## src/rtl/pipeline_hazard_ctrl_pkg.sv

```systemverilog
// Shared types for the pipeline stall/flush sequencer.
package pipeline_hazard_ctrl_pkg;

    localparam int REG_ADDR_W = 5;

    typedef enum logic [1:0] {
        RUN   = 2'd0,
        IMISS = 2'd1,
        DMISS = 2'd2
    } hazard_state_t;

    typedef struct packed {
        logic stall_fetch;
        logic stall_dec;
        logic stall_exec;
        logic stall_mem;
        logic flush_dec;
        logic flush_exec;
    } hazard_ctrl_t;

endpackage

```

## src/rtl/pipeline_hazard_ctrl_load_use_detect.sv

```systemverilog
// Flags a load in EX whose destination feeds either source of the DEC instruction.
// Purely combinational; x0 never creates a dependency.
module load_use_detect #(
    parameter int REG_ADDR_W = 5
) (
    input  logic                  mem_read_i,
    input  logic [REG_ADDR_W-1:0] rd_i,
    input  logic [REG_ADDR_W-1:0] rs1_i,
    input  logic [REG_ADDR_W-1:0] rs2_i,
    output logic                  hazard_o
);

    assign hazard_o = mem_read_i && (rd_i != '0) && ((rd_i == rs1_i) || (rd_i == rs2_i));

endmodule

```

## src/rtl/pipeline_hazard_ctrl.sv

```systemverilog
// Central stall/flush sequencer: merges I/D-miss, load-use and mispredict into one control set.
// Outputs are combinational from the registered state; stall counter updates one cycle later.
module pipeline_hazard_ctrl
    import pipeline_hazard_ctrl_pkg::*;
#(
    parameter int REG_ADDR_W = pipeline_hazard_ctrl_pkg::REG_ADDR_W,
    parameter int CNT_WIDTH  = 32
) (
    input  logic                  clk_i,
    input  logic                  arst_i,
    input  logic                  imiss_i,
    input  logic                  imem_ready_i,
    input  logic                  dmiss_i,
    input  logic                  dmem_ready_i,
    input  logic                  mem_read_exec_i,
    input  logic [REG_ADDR_W-1:0] rd_exec_i,
    input  logic [REG_ADDR_W-1:0] rs1_dec_i,
    input  logic [REG_ADDR_W-1:0] rs2_dec_i,
    input  logic                  mispred_exec_i,
    output logic                  stall_fetch_o,
    output logic                  stall_dec_o,
    output logic                  stall_exec_o,
    output logic                  stall_mem_o,
    output logic                  flush_dec_o,
    output logic                  flush_exec_o,
    output logic [CNT_WIDTH-1:0]  stall_cnt_o
);

    hazard_state_t        state_q, state_d;
    logic                 redir_q, redir_d;
    logic [CNT_WIDTH-1:0] cnt_q, cnt_d;
    hazard_ctrl_t         ctrl;
    logic                 load_use;
    logic                 any_stall;

    load_use_detect #(
        .REG_ADDR_W (REG_ADDR_W)
    ) u_load_use_detect (
        .mem_read_i (mem_read_exec_i),
        .rd_i       (rd_exec_i),
        .rs1_i      (rs1_dec_i),
        .rs2_i      (rs2_dec_i),
        .hazard_o   (load_use)
    );

    always_ff @(posedge clk_i or posedge arst_i) begin
        if (arst_i) begin
            state_q <= RUN;
            redir_q <= 1'b0;
            cnt_q   <= '0;
        end else begin
            state_q <= state_d;
            redir_q <= redir_d;
            cnt_q   <= cnt_d;
        end
    end

    always_comb begin
        state_d = state_q;
        redir_d = redir_q;
        ctrl    = '0;
        case (state_q)
            RUN: begin
                redir_d = 1'b0;
                if (mispred_exec_i) begin
                    ctrl.flush_dec  = 1'b1;
                    ctrl.flush_exec = 1'b1;
                end else if (load_use) begin
                    ctrl.stall_fetch = 1'b1;
                    ctrl.stall_dec   = 1'b1;
                    ctrl.flush_exec  = 1'b1;
                end
                if (dmiss_i) begin
                    state_d = DMISS;
                end else if (imiss_i) begin
                    state_d = IMISS;
                end
            end
            IMISS: begin
                ctrl.stall_fetch = 1'b1;
                if (mispred_exec_i) begin
                    ctrl.flush_dec  = 1'b1;
                    ctrl.flush_exec = 1'b1;
                end else if (imem_ready_i && redir_q) begin
                    // Refill was wrong-path: kill decode even if a load-use wanted to hold it.
                    ctrl.flush_dec  = 1'b1;
                    ctrl.flush_exec = load_use;
                end else if (load_use) begin
                    ctrl.stall_dec  = 1'b1;
                    ctrl.flush_exec = 1'b1;
                end else begin
                    ctrl.flush_dec = 1'b1;
                end
                if (mispred_exec_i) begin
                    redir_d = 1'b1;
                end
                if (imem_ready_i) begin
                    redir_d = 1'b0;
                end
                if (dmiss_i) begin
                    state_d = DMISS;
                end else if (imem_ready_i) begin
                    state_d = RUN;
                end
            end
            DMISS: begin
                ctrl.stall_fetch = 1'b1;
                ctrl.stall_dec   = 1'b1;
                ctrl.stall_exec  = 1'b1;
                ctrl.stall_mem   = 1'b1;
                if (dmem_ready_i) begin
                    state_d = imiss_i ? IMISS : RUN;
                end
            end
            default: begin
                state_d = RUN;
            end
        endcase

        if (arst_i) begin
            ctrl = '0;
        end

        any_stall = ctrl.stall_fetch | ctrl.stall_dec | ctrl.stall_exec | ctrl.stall_mem;
        cnt_d     = cnt_q;
        if (any_stall && !(&cnt_q)) begin
            cnt_d = cnt_q + CNT_WIDTH'(1);
        end
    end

    assign stall_fetch_o = ctrl.stall_fetch;
    assign stall_dec_o   = ctrl.stall_dec;
    assign stall_exec_o  = ctrl.stall_exec;
    assign stall_mem_o   = ctrl.stall_mem;
    assign flush_dec_o   = ctrl.flush_dec;
    assign flush_exec_o  = ctrl.flush_exec;
    assign stall_cnt_o   = cnt_q;

endmodule

```

## config.mk

```make
export PLATFORM = sky130hd
export DESIGN_NAME = pipeline_hazard_ctrl
export DESIGN_NICKNAME = d
export VERILOG_FILES = /design/src/rtl/pipeline_hazard_ctrl_pkg.sv /design/src/rtl/pipeline_hazard_ctrl_load_use_detect.sv /design/src/rtl/pipeline_hazard_ctrl.sv
export SDC_FILE = /design/constraint.sdc
export NUM_CORES = 1
export LEC_CHECK = 0
export CAP_MARGIN = 5
export CELL_PAD_IN_SITES_DETAIL_PLACEMENT = 1
export CELL_PAD_IN_SITES_GLOBAL_PLACEMENT = 1
export CORE_AREA = 2 2 85 87
export CTS_CLUSTER_SIZE = 8
export DETAILED_ROUTE_END_ITERATION = 10
export DIE_AREA = 0 0 87 89
export GPL_TIMING_DRIVEN = 0
export HOLD_SLACK_MARGIN = 0.08
export PLACE_DENSITY = 0.78
export SKIP_CTS_REPAIR_TIMING = 1
export SYNTH_ARGS = -nofsm -noshare
export SYNTH_HDL_FRONTEND = slang
export SYNTH_SLANG_ARGS = --single-unit
```

## constraint.sdc

```tcl
create_clock -name clk_i -period 2.1 [get_ports clk_i]
set_input_delay 0.315 -clock clk_i [delete_from_list [all_inputs] [get_ports clk_i]]
set_output_delay 0.315 -clock clk_i [all_outputs]
set_load 0.01 [all_outputs]
```

==> After elaboration in Yosys (flattened, before gate mapping) <==
Cells that the tools add are included.
{ "totals": {"reg_bits": 35, "latchBits": 0, "ramBits": 0, "rom_bits": 0, "inputBits": 23, "output_inout_bits": 38, "word_cells": 51, "mem_count": 0} }
{ "classes": {"add_sub_neg": 1, "multipliers": 0, "div_mod_pow": 0, "n_lt_le_gt_ge": 0, "eq_ne": 8, "shift": 0, "muxes": 24, "n_bitwise": 3, "n_reduce_logical": 12} }
{ "op_table": {"columns": ["operator", "count"], "rows": [
  ["$add 32x1->32 const B", 1],
  ["$reduce_and 32->1", 1],
  ["$mux 2", 10],
  ["$pmux 2 s3", 2],
  ["$eq 5x5->1", 2],
  ["$mux 1", 9],
  ["$ne 3x3->1 const B", 3],
  ["$mux 6", 1],
  ["$reduce_bool 5->1", 1],
  ["$logic_and 1x1->1", 4],
  ["$pmux 2 s2", 1],
  ["$or 1x1->1", 3],
  ["$reduce_and 3->1", 1],
  ["$eq 2x1->1 const B", 1],
  ["$eq 2x2->1 const B", 1],
  ["$logic_not 2->1", 1],
  ["$ne 2x2->1 const B", 1],
  ["$pmux 1 s2", 1],
  ["$reduce_and 2->1", 1],
  ["$reduce_bool 2->1", 1],
  ["$logic_not 1->1", 1],
  ["$logic_or 1x1->1", 1]
]} }

==> Longest topological paths before layout <==
Gate-level depths: netlist of run 1.
{ "logic_depth": {"depth_word": 12, "ltp_mapped": 8, "depth_no_buf": 7} }

==> Modules after synthesis <==
A second synthesis of run 1 with hierarchy kept.
{ "unflattened": {"cells_unflattened": 211, "hier_area_um2": 2004.4} }
{ "modules_own_cells": {"columns": ["mod", "n_inst", "cells_per_inst", "area_per_inst_um2", "seq_area_each_um2"], "rows": [
  ["pipeline_hazard_ctrl", 1, 194, 1879.3, 875.8],
  ["load_use_detect", 1, 17, 125.1, 0.0]
]} }

==> Least setup slack after synthesis of run 1 <==
Ideal clock, no wire load.
{ "synth_path": {"path_kind": "flip-flop to flip-flop", "start": "reg state_q[0]", "end": "reg cnt_q[1] (netlist: stall_cnt_o[1])", "setup_time_ns": 0.125, "arrival_time_ns": 1.994, "required_time_ns": 1.975, "slack_ns": -0.019, "stages_incl_launch_ff": 9, "path_buffers": 1, "period_less_slack_ns": 2.119, "path_cell_list": "dfrtp_1 inv_1 ha_1 a21oi_1 or4_4 o32ai_4 buf_6 nand2_2 mux2_4"} }
{ "synth_between": {"elab_chain_cells": 7, "word_cells_on_any_way": 10} }
{ "synth_rtl": {"columns": ["item", "line", "text"], "rows": [
  ["from (decl)", "pipeline_hazard_ctrl.sv:29", "hazard_state_t state_q, state_d;"],
  ["from (signal assigned)", "pipeline_hazard_ctrl.sv:52", "state_q <= state_d;"],
  ["$eq 2x2->1, or another cell as far along", "pipeline_hazard_ctrl.sv:62", "case (state_q)"],
  ["$pmux 2 s3", "pipeline_hazard_ctrl.sv:62", null],
  ["$mux 6 (*)", "pipeline_hazard_ctrl.sv:120", "if (arst_i) begin"],
  ["$or 1x1->1 (2 in series)", "pipeline_hazard_ctrl.sv:124", "any_stall = ctrl.stall_fetch | ctrl.stall_dec | ctrl.stall_exec | ctrl.stall_mem;"],
  ["$or 1x1->1 (*)", "pipeline_hazard_ctrl.sv:124", null],
  ["$logic_and 1x1->1 (*)", "pipeline_hazard_ctrl.sv:126", "if (any_stall && !(&cnt_q)) begin"],
  ["to (signal assigned)", "pipeline_hazard_ctrl.sv:54", "cnt_q <= cnt_d;"],
  ["to (decl)", "pipeline_hazard_ctrl.sv:31", "logic [CNT_WIDTH-1:0] cnt_q, cnt_d;"]
]} }
Mark *: on every way between the ends. The rest lies on a longest branch, timed or not.
A chain may end at the register's enable or synchronous reset.

==> Worst setup path after layout of run 1 <==
Ends and elaborated chain as after synthesis.

==> results of run 1 <==
## how the worst max path moves through the flow
stage | end | slack, ns | cells after the start
floorplan | stall_cnt_o[1] | 0.05 | 8
global placement | flush_dec_o | -0.74 | 6
detailed placement | flush_dec_o | -0.77 | 6
CTS | flush_dec_o | -0.78 | 6
global route | stall_fetch_o | -0.26 | 8
finish | stall_cnt_o[1] | -0.18 | 7
## power breakdown
part / leakage [nW] / switching, W / internal (W)
sequential: 0.470 / 0.000105 / 0.000754
clock: 0.0402 / 0.000260 / 0.000231
combinational: 0.899 / 0.000636 / 0.000708
## per-layer routing
layer | up-vias | track usage [%]
met5 | - | 0
met4 | 0 | 3.55
met3 | 11 | 3.51
met2 | 55 | 26.5
met1 | 963 | 19.7
li1 | 944 | -
## area by class of cell
cell class | instances | area (sq um) | share of cell area (%)
Inverter | 8 | 30.0 | 0.923
Clock buffer | 5 | 68.8 | 2.11
Clock inverter | 3 | 20.0 | 0.615
Timing Repair Buffer | 74 | 743 | 22.8
Buffer | 8 | 67.6 | 2.08
Sequential cell | 35 | 877 | 27.0
Multi-Input combinational cell | 169 | 1350 | 41.4
Tap cell | 80 | 100 | 3.08
## metrics by stage
step	total power, W	instance area, sq um
2_1_floorplan	0.00142	2110
3_3_place_gp	0.00180	2810
3_5_place_dp	0.00183	2840
4_1_cts	0.00233	2930
5_1_grt	0.00284	3250
6_report	0.00269	3250
## cells in the mapped netlist, drive strengths merged, types with 3 or more instances
| cell type | instances | area (sq um) |
|---|---|---|
| dfrtp | 35 | 876 |
| xnor2 | 29 | 254 |
| nand4 | 19 | 119 |
| nand3 | 18 | 90.1 |
| nor2 | 15 | 56.3 |
| and3 | 14 | 87.6 |
| nand2 | 14 | 55.1 |
| xor2 | 10 | 87.6 |
| inv | 8 | 30.0 |
| buf | 6 | 41.3 |
| a21oi | 5 | 25.0 |
| ha | 5 | 62.6 |
| nor3 | 5 | 25.0 |
| and2 | 4 | 25.0 |
| and4 | 4 | 35.0 |
| o21ai | 4 | 23.8 |
| nand2b | 3 | 18.8 |
| nand3b | 3 | 22.5 |
## registers in the layout, summed over array words and instances, names as in the netlist
register     cells
stall_cnt_o     32
state_q          2
redir_q          1
## cells by family (layout without fill, tap and decap cells)
| group | count (synthesis) | count (layout) | share of synthesized area [%] |
|---|---|---|---|
| flops | 35 | 35 | 41.6 |
| buf+inv | 16 | 98 | 3.74 |
| xor+xnor | 39 | 39 | 16.2 |
| simple gates | 106 | 106 | 27.9 |
| mux | 4 | 4 | 2.20 |
| compound gates | 15 | 15 | 5.41 |
| fa+ha+maj | 5 | 5 | 2.97 |
==> flow_metrics.py, run 1 <==
metrics = {
    "status": {
        "status": "complete, but fails checks",
        "violations": "negative setup slack",
    },
    "final_layout": {
        "final_cell_mix": "clkdlybuf4s50_1, dfrtp_1, xnor2_1, nand4_1, nor2_1",
        "diodes": 0,
        "layout_commonest_cell": "clkdlybuf4s50_1",
        "drive_gt1_share_pct": 21.5,
        "fin_cells": 382,
        "n_fill_cell": 766,
        "syn2layout_area_growth_pct": 54.5,
        "final_nets": 329,
        "final_core_util_pct": 48.4,
    },
    "routing": {
        "drt_wl_total_um": 6280,
        "met3_length_um": 301,
        "drt_pre_antenna_iters": 4,
        "topRoutingLayerUsed": "met4",
        "wl_met2_um": 3020,
        "wl_met1_um": 2870,
        "wl_per_cell_um": 16.4,
        "drc_errors": 0,
        "via_per_inst": 5.16,
        "drtAntennaViolNets": 0,
        "vias": 1973,
        "dr.first_iter.drc_count": 67,
    },
    "grt": {
        "antenna_found_initial": 0,
        "overflow": 0,
        "grt_max_degree": 25,
        "grt_pass1_vias": 1982,
        "grt_pass1_wl_um": 9430,
        "track_usage_pct": 15.4,
    },
    "place": {
        "dp_hpwl_um": 4310,
        "placed_cells": 361,
        "port_buffers": 60,
        "gp_congestion": 0.806,
        "pre_cts_ws_ns": -0.774,
    },
    "synthesis": {
        "syn-cell-area_sq_mm": 0.00211,
        "synth_seq_cells": 35,
        "ys_types": 37,
        "synth.net_count": 248,
        "yosys_warnings": 0,
        "ys.flop_type": "dfrtp_1",
        "seq_area_frac_synth_pct": 41.6,
        "avgSynthCellArea_sq_um": 9.57,
        "netlist_instances": 220,
        "async_flop_share_pct": 100,
        "synth_edf_count": 0,
    },
    "clock_network": {
        "clockBufferDepth": 2,
        "insertion_delay_ns": 0.29,
        "clockRootBuffer": "clkbuf_8",
        "cts-htree-levels": 2,
        "cts_buffers": 5,
        "clock-sinks": 35,
        "clk_pin_slew_ns": 0.08,
        "cts_tree": "done",
    },
    "flow_run": {
        "max_cap_violations": 0,
    },
    "setup_path": {
        "slowest_delay_ns": 0.55,
        "ff2ff_setup_slack_ns": -0.18,
        "cp_slowest_cell": "or4_4",
        "worstPathCellList": "ha_1, or4_4, o32ai_4, buf_12, buf_8, nand2_4, mux2_4",
        "worst_ep_required_time_ns": 2.27,
        "crit_fanout": 6,
        "startpoint_type": "register",
        "worstReg2RegStart": "state_q[0]",
        "worst-setup-path-type": "reg -> reg",
        "r2r_end": "stall_cnt_o[1]",
        "r2r_cells": 7,
        "worstPathArrival_ns": 2.45,
        "crit_path_start": "state_q[0]",
        "critPathTopFamily": "simple AND/OR/NAND/NOR gates",
        "critPathCaptureType": "register",
        "critPathBufInv": 2,
    },
    "timing": {
        "grt_setup_unrepaired": "true",
        "worstMarginPinSlew_ns": 0.535,
        "finalCritPeriodShare_pct": 108,
        "finalSetupTns_ns": -3.23,
        "fin_worst_skew_ns": 0.0115,
        "relSlewSlack_pct": 64.3,
        "holdWs_ns": 0.486,
        "finalMaxSlewViolations": 0,
        "setup_viol": 35,
        "layout_setup_ws_ns": -0.177,
        "hold_viol": 0,
        "finalCriticalPeriod_ns": 2.28,
        "max_freq_mhz": 439,
    },
    "floorplanning": {
        "core_area_sq_mm": 0.00672,
        "die_h_um": 89,
        "dieArea_sq_mm": 0.00774,
        "io_pins": 61,
        "fp-row-count": 30,
        "die_w_um": 87,
        "start_util_pct": 31.3,
    },
    "hold_path": {
        "min_path_cells": 1,
        "hold-path-endpoint": "stall_cnt_o[27]",
        "hold_class": "reg -> reg",
        "hp-start": "stall_cnt_o[27]",
    },
    "power_and_ir_drop": {
        "p_leak_nw": 1.41,
        "power_density_mw_per_mm2": 828,
        "vdd_drop_max_uv": 231,
    },
}
Note: power is estimated with default switching activity, not from simulation.
==> run 2, diff against run 1 <==
--- a/config.mk
+++ b/config.mk
@@ -16,6 +16,7 @@
 export HOLD_SLACK_MARGIN = 0.08
 export PLACE_DENSITY = 0.78
 export SKIP_CTS_REPAIR_TIMING = 1
+export SLEW_MARGIN = 25
 export SYNTH_ARGS = -nofsm -noshare
 export SYNTH_HDL_FRONTEND = slang
 export SYNTH_SLANG_ARGS = --single-unit
==> flow_metrics.py, run 2 (same netlist as run 1, synthesis figures left out) <==
metrics = {
    "power_and_ir_drop": {
        "vdd_drop_max_uv": 269,
        "power_density_mw_per_mm2": 796,
        "p_leak_nw": 1.43,
        "totalPowerFinal_w": 0.00246,
    },
    "place": {
        "place_area_sq_mm": 0.00281,
        "placed_cells": 360,
        "gp_congestion": 0.806,
        "dp_hpwl_um": 4250,
        "port_buffers": 60,
    },
    "routing": {
        "topRoutingLayerUsed": "met4",
        "drt_wl_total_um": 6210,
        "wl_per_cell_um": 16.5,
        "drt_pre_antenna_iters": 4,
        "via_per_inst": 5.14,
        "met3_length_um": 320,
        "dr.first_iter.drc_count": 58,
        "drc_errors": 0,
        "vias": 1931,
        "wl_met1_um": 2790,
        "wl_met2_um": 3040,
        "drtAntennaViolNets": 0,
    },
    "floorplanning": {
        "start_util_pct": 31.3,
        "die_w_um": 87,
        "fp-row-count": 30,
        "core_area_sq_mm": 0.00672,
        "dieArea_sq_mm": 0.00774,
        "die_h_um": 89,
        "io_pins": 61,
    },
    "timing": {
        "finalCriticalPeriod_ns": 2.28,
        "setup_viol": 34,
        "finalCritPeriodShare_pct": 109,
        "hold_viol": 0,
        "layout_setup_ws_ns": -0.185,
        "grt_setup_unrepaired": "true",
        "fin_worst_skew_ns": 0.00780,
        "max_freq_mhz": 438,
        "finalMaxSlewViolations": 0,
        "holdWs_ns": 0.504,
        "relSlewSlack_pct": 52.0,
        "worstMarginPinSlew_ns": 0.718,
    },
    "clock_network": {
        "cts_tree": "done",
        "insertion_delay_ns": 0.29,
        "clk_pin_slew_ns": 0.07,
        "clockRootBuffer": "clkbuf_8",
        "cts-htree-levels": 2,
        "clock-sinks": 35,
        "cts_buffers": 5,
        "clockBufferDepth": 2,
    },
    "setup_path": {
        "worstReg2RegStart": "state_q[0]",
        "worst_ep_required_time_ns": 2.28,
        "crit_fanout": 7,
        "ff2ff_setup_slack_ns": -0.15,
        "worstPathArrival_ns": 2.47,
        "worst-setup-path-type": "in -> reg",
        "critPathCaptureType": "register",
        "r2r_cells": 6,
        "r2r_end": "stall_cnt_o[1]",
        "startpoint_type": "primary input",
    },
    "grt": {
        "grt_max_degree": 36,
        "antenna_found_initial": 0,
        "grt_pass1_vias": 1976,
        "grt_pass1_wl_um": 9340,
        "track_usage_pct": 15.2,
        "overflow": 0,
    },
    "final_layout": {
        "syn2layout_area_growth_pct": 47.1,
        "diodes": 0,
        "final_nets": 323,
        "n_fill_cell": 762,
        "multi_input_area_sq_mm": 0.00124,
        "final_cell_mix": "clkdlybuf4s50_1, dfrtp_1, xnor2_1, nand4_1, dlymetal6s2s_1",
        "fin_cells": 376,
        "drive_gt1_share_pct": 15.9,
        "final_core_util_pct": 46.1,
        "stdcell_area_sq_mm": 0.00310,
        "seq_area_sq_um": 877,
        "layout_commonest_cell": "clkdlybuf4s50_1",
        "largest_register_ff_count": 32,
    },
    "hold_path": {
        "hold_class": "reg -> reg",
        "hp-start": "stall_cnt_o[27]",
        "min_path_cells": 1,
        "hold-path-endpoint": "stall_cnt_o[27]",
    },
    "status": {
        "status": "complete, but fails checks",
        "violations": "negative setup slack",
    },
    "flow_run": {
        "max_cap_violations": 0,
    },
}
==> run 2: changes by cell type in the layout (fill, tap and decap cells not counted), sizes merged <==
cell           previous run  this run
dlymetal6s2s              7        19
clkdlybuf4s50            49        40
clkbuf                   12         7
buf                      19        15
==> run 2: layer usage <==
layer | vias up | track usage (%)
li1 | 927 | -
met1 | 947 | 19.5
met2 | 52 | 26.1
met3 | 5 | 3.05
met4 | 0 | 4.55
met5 | - | 0
==> run 2: worst max-delay path by stage <==
stage,slack [ns],to,startpoint,cells past startpoint
2_1_floorplan,0.05,stall_cnt_o[1],state_q[0],8
3_3_place_gp,-0.74,flush_dec_o,rd_exec_i[0],6
3_5_place_dp,-0.78,flush_dec_o,rd_exec_i[0],6
4_1_cts,-0.79,flush_dec_o,rd_exec_i[0],6
5_1_grt,-0.25,stall_cnt_o[29],state_q[1],8
6_report,-0.18,stall_cnt_o[1],arst_i,6
==> run 2: worst max-delay path: stages <==
cell and delay, ns:
clkdlybuf4s50_1 0.60, or4_4 0.61, o32ai_4 0.39, buf_6 0.19, nand2_4 0.06, mux2_4 0.29
==> run 2: final cells by class <==
| type | instances | share of cell area, % |
|---|---|---|
| sequential | 35 | 28.3 |
| timing repair buffer | 68 | 22.6 |
| inverter | 8 | 0.970 |
| clock inverter | 3 | 0.646 |
| multi-input combinational | 169 | 40.2 |
| clock buffer | 5 | 2.22 |
| buffer | 8 | 1.82 |
| tap | 80 | 3.23 |
==> run 2: where the power goes <==
part	internal (W)	switching [W]	total, W
clock network	0.000231	0.000263	0.000494
logic	0.000560	0.000553	0.00111
registers	0.000754	0.000103	0.000857
total	0.00154	0.000919	0.00246
==> run 2: metrics by stage <==
stage / setup slack (ns) / setup TNS, ns
2_1_floorplan: 0.0460 / 0
3_3_place_gp: -0.741 / -13.53
3_5_place_dp: -0.785 / -12.56
4_1_cts: -0.787 / -6.29
5_1_grt: -0.251 / -6.88
6_report: -0.185 / -3.90
==> RTL edit: new RTL, settings of run 1 <==
`REG_ADDR_W` is set to 5 in 2 places; all go to 4.
--- a/src/rtl/pipeline_hazard_ctrl_pkg.sv
+++ b/src/rtl/pipeline_hazard_ctrl_pkg.sv
@@ -2,5 +2,5 @@
 package pipeline_hazard_ctrl_pkg;
 
-    localparam int REG_ADDR_W = 5;
+    localparam int REG_ADDR_W = 4;
 
     typedef enum logic [1:0] {
--- a/src/rtl/pipeline_hazard_ctrl_load_use_detect.sv
+++ b/src/rtl/pipeline_hazard_ctrl_load_use_detect.sv
@@ -2,5 +2,5 @@
 // Purely combinational; x0 never creates a dependency.
 module load_use_detect #(
-    parameter int REG_ADDR_W = 5
+    parameter int REG_ADDR_W = 4
 ) (
     input  logic                  mem_read_i,
Interface: changed (resized rd_exec_i, rs1_dec_i and rs2_dec_i); port bits go from 61 to 58. No check against the original RTL was run, so the function may have changed too.
==> RTL edit against run 1 <==
  * Cell area is 6.8% lower
  * Power shrank 7.4%
  * Via count shrank 7.2%
  * The run still ends with negative setup slack left
  * Clock power up 29%
  * Highest routed layer unchanged
  * Routed wire length down 7.8%
  * Register-to-register slack gained 200 ps
  * Global-route usage grew 0.49 points
  * Setup slack improved by 9.2 ps
  * Combinational power decreased by 26%
  * Synthesized area fell by 2.9%
  * Non-clock buffer count down 11
  * Sequential cell count unchanged
  * Largest power group unchanged
==> RTL edit: results (changes against run 1) <==
[placement]
portBuffers = 57  ; -5.0%
placed_area_sq_um = 2716  ; -4.3%
place_ws_ps = -731.5  ; +42.53 ps
place_hpwl_mm = 4.188  ; -2.8%
place.gp.congestion = 0.8305  ; +3.1%

[power_and_ir_drop]
leakage_nw = 1.349  ; -4.3%
peakVddDrop_uv = 421.6  ; +82%
power.density_nw_per_um2 = 822.3  ; -0.63%
power.internal_w = 0.001615  ; -4.6%

[sta]
setup_viol = 1  ; -97%
tightest_slew_ps = 438.1  ; -97.23 ps
setup-tns-final_ps = -167.8  ; +3059 ps
setup_ws_ps = -167.8  ; +9.247 ps
worst_clock_skew_ps = 5.503  ; -5.964 ps

[synth]
synthTopCellsByCount = 35 x dfrtp_1, 28 x xnor2_1, 17 x nand4_1, 15 x nand2_1, 15 x nand3_1
synth_cell_types = 34  ; -8.1%
ys_top_cells_by_area = dfrtp_1 43%, xnor2_1 12%, nand4_1 5.2%
synth_fp_nets = 228  ; -8.1%
synth-async-reset-ratio = 1.000  ; unchanged
synth_seq_area_share = 0.4281  ; +0.01221

[worst_hold_path]
worst_hold_path_type = in -> async

[global_route]
track_usage = 0.1586  ; +0.004858
grtUsageMet2 = 0.2700  ; +0.004858
use_met1 = 0.2067  ; +0.01002
grt_pass1_vias = 1947  ; -1.8%
grt_use_met3 = 0.03139  ; -0.003693
antenna_found_initial = 0  ; unchanged
grt_first_pass_wirelength_mm = 9.660  ; +2.4%
grt_max_degree = 37  ; +48%

[floorplan]
core_area_sq_um = 6719  ; unchanged

[critical_path]
r2r_slack_ps = 20  ; +200 ps
crit_path_end_kind = output port
arrival_ps = 1950  ; -500 ps
crit_family = buffers and inverters
startpoint = rd_exec_i[2]
r2r_end = stall_cnt_o[23]
cpMaxStageDelayCell = a211oi_4
r2r.worst_path.cells = 9  ; +2
endpoint = stall_fetch_o
cp_max_fo = 4  ; -2
critPathMaxStageDelay_ps = 360  ; -190 ps

[route]
drt_iter0_drc = 62  ; -7.5%
wl_mm = 5.794  ; -7.8%
met2_length_mm = 2.963  ; -2.0%
vias_per_cell = 5.126  ; -0.75%
wl_met1_mm = 2.614  ; -9.0%
wl_met3_microns = 122  ; -59%
highest_layer = met4

[status]
status = finished, violations left
violations = negative setup slack

[clock_tree]
insertion_delay_ps = 290  ; about the same
cts_root_buf = clkbuf_8
path_clk_slew_ps = 70
cts_buffers = 5  ; unchanged
h-tree-depth = 2  ; unchanged

[layout]
antenna_cells = 0  ; unchanged
fillers = 750  ; -2.1%
drive_above_1_share = 0.1877  ; -0.02751
nets = 301  ; -8.5%

==> RTL edit: changes by cell type after synthesis, moves of 3 or more <==
cell / change
nand3_1: -3
nor4_2: +5
and3_1: -9
nor2_1: -4
nor3_1: +6
==> RTL edit: cells by family (layout without fill, tap and decap cells) <==
logic type,count (synthesis),in the layout,share of synthesized area
and+or+nand+nor,94,94,0.2697
xor gates and xnor gates,39,39,0.1706
DFF,35,35,0.4281
AOI/OAI and AO/OA,16,16,0.06239
buffers and inverters,12,86,0.02813
adders and majority gates,5,5,0.03058
muxes,2,2,0.01040
==> RTL edit: final cells by class <==
class | instances | share of cell area
Tap cell | 80 | 0.03302
Sequential cell | 35 | 0.2901
Inverter | 7 | 0.01032
Clock inverter | 2 | 0.01156
Clock buffer | 6 | 0.02724
Timing Repair Buffer | 66 | 0.2204
Buffer | 5 | 0.01238
Multi-Input combinational cell | 156 | 0.3950
==> RTL edit: power by group through the flow <==
stage                     registers [W]  logic [W]  clock network, W
after global routing           0.000888    0.00108          0.000681
final                          0.000874   0.000988          0.000631
after global placement         0.000879   0.000866                 0
after floorplan                0.000893   0.000481                 0
after CTS                      0.000873   0.000905          0.000645
after detailed placement       0.000887   0.000900                 0
==> RTL edit: worst register-to-register path: cells and delay by family (launching register included) <==
kind            cells  cell delay, ps
simple gates        2             360
compound gates      2             280
buf+inv             3             550
flops               1             390
xor+xnor            1             170
fa+ha+maj           1             230
==> RTL edit: per-stage QoR <==
stage | power [W] | hold slack (ps) | instances
4_1_cts | 0.002423 | 499.0 | 348
5_1_grt | 0.002649 | 253.0 | 357
3_3_place_gp | 0.001745 | 482.7 | 340
3_5_place_dp | 0.001786 | 486.5 | 340
6_report | 0.002493 | 207.3 | 357
2_1_floorplan | 0.001374 | 471.9 | 203
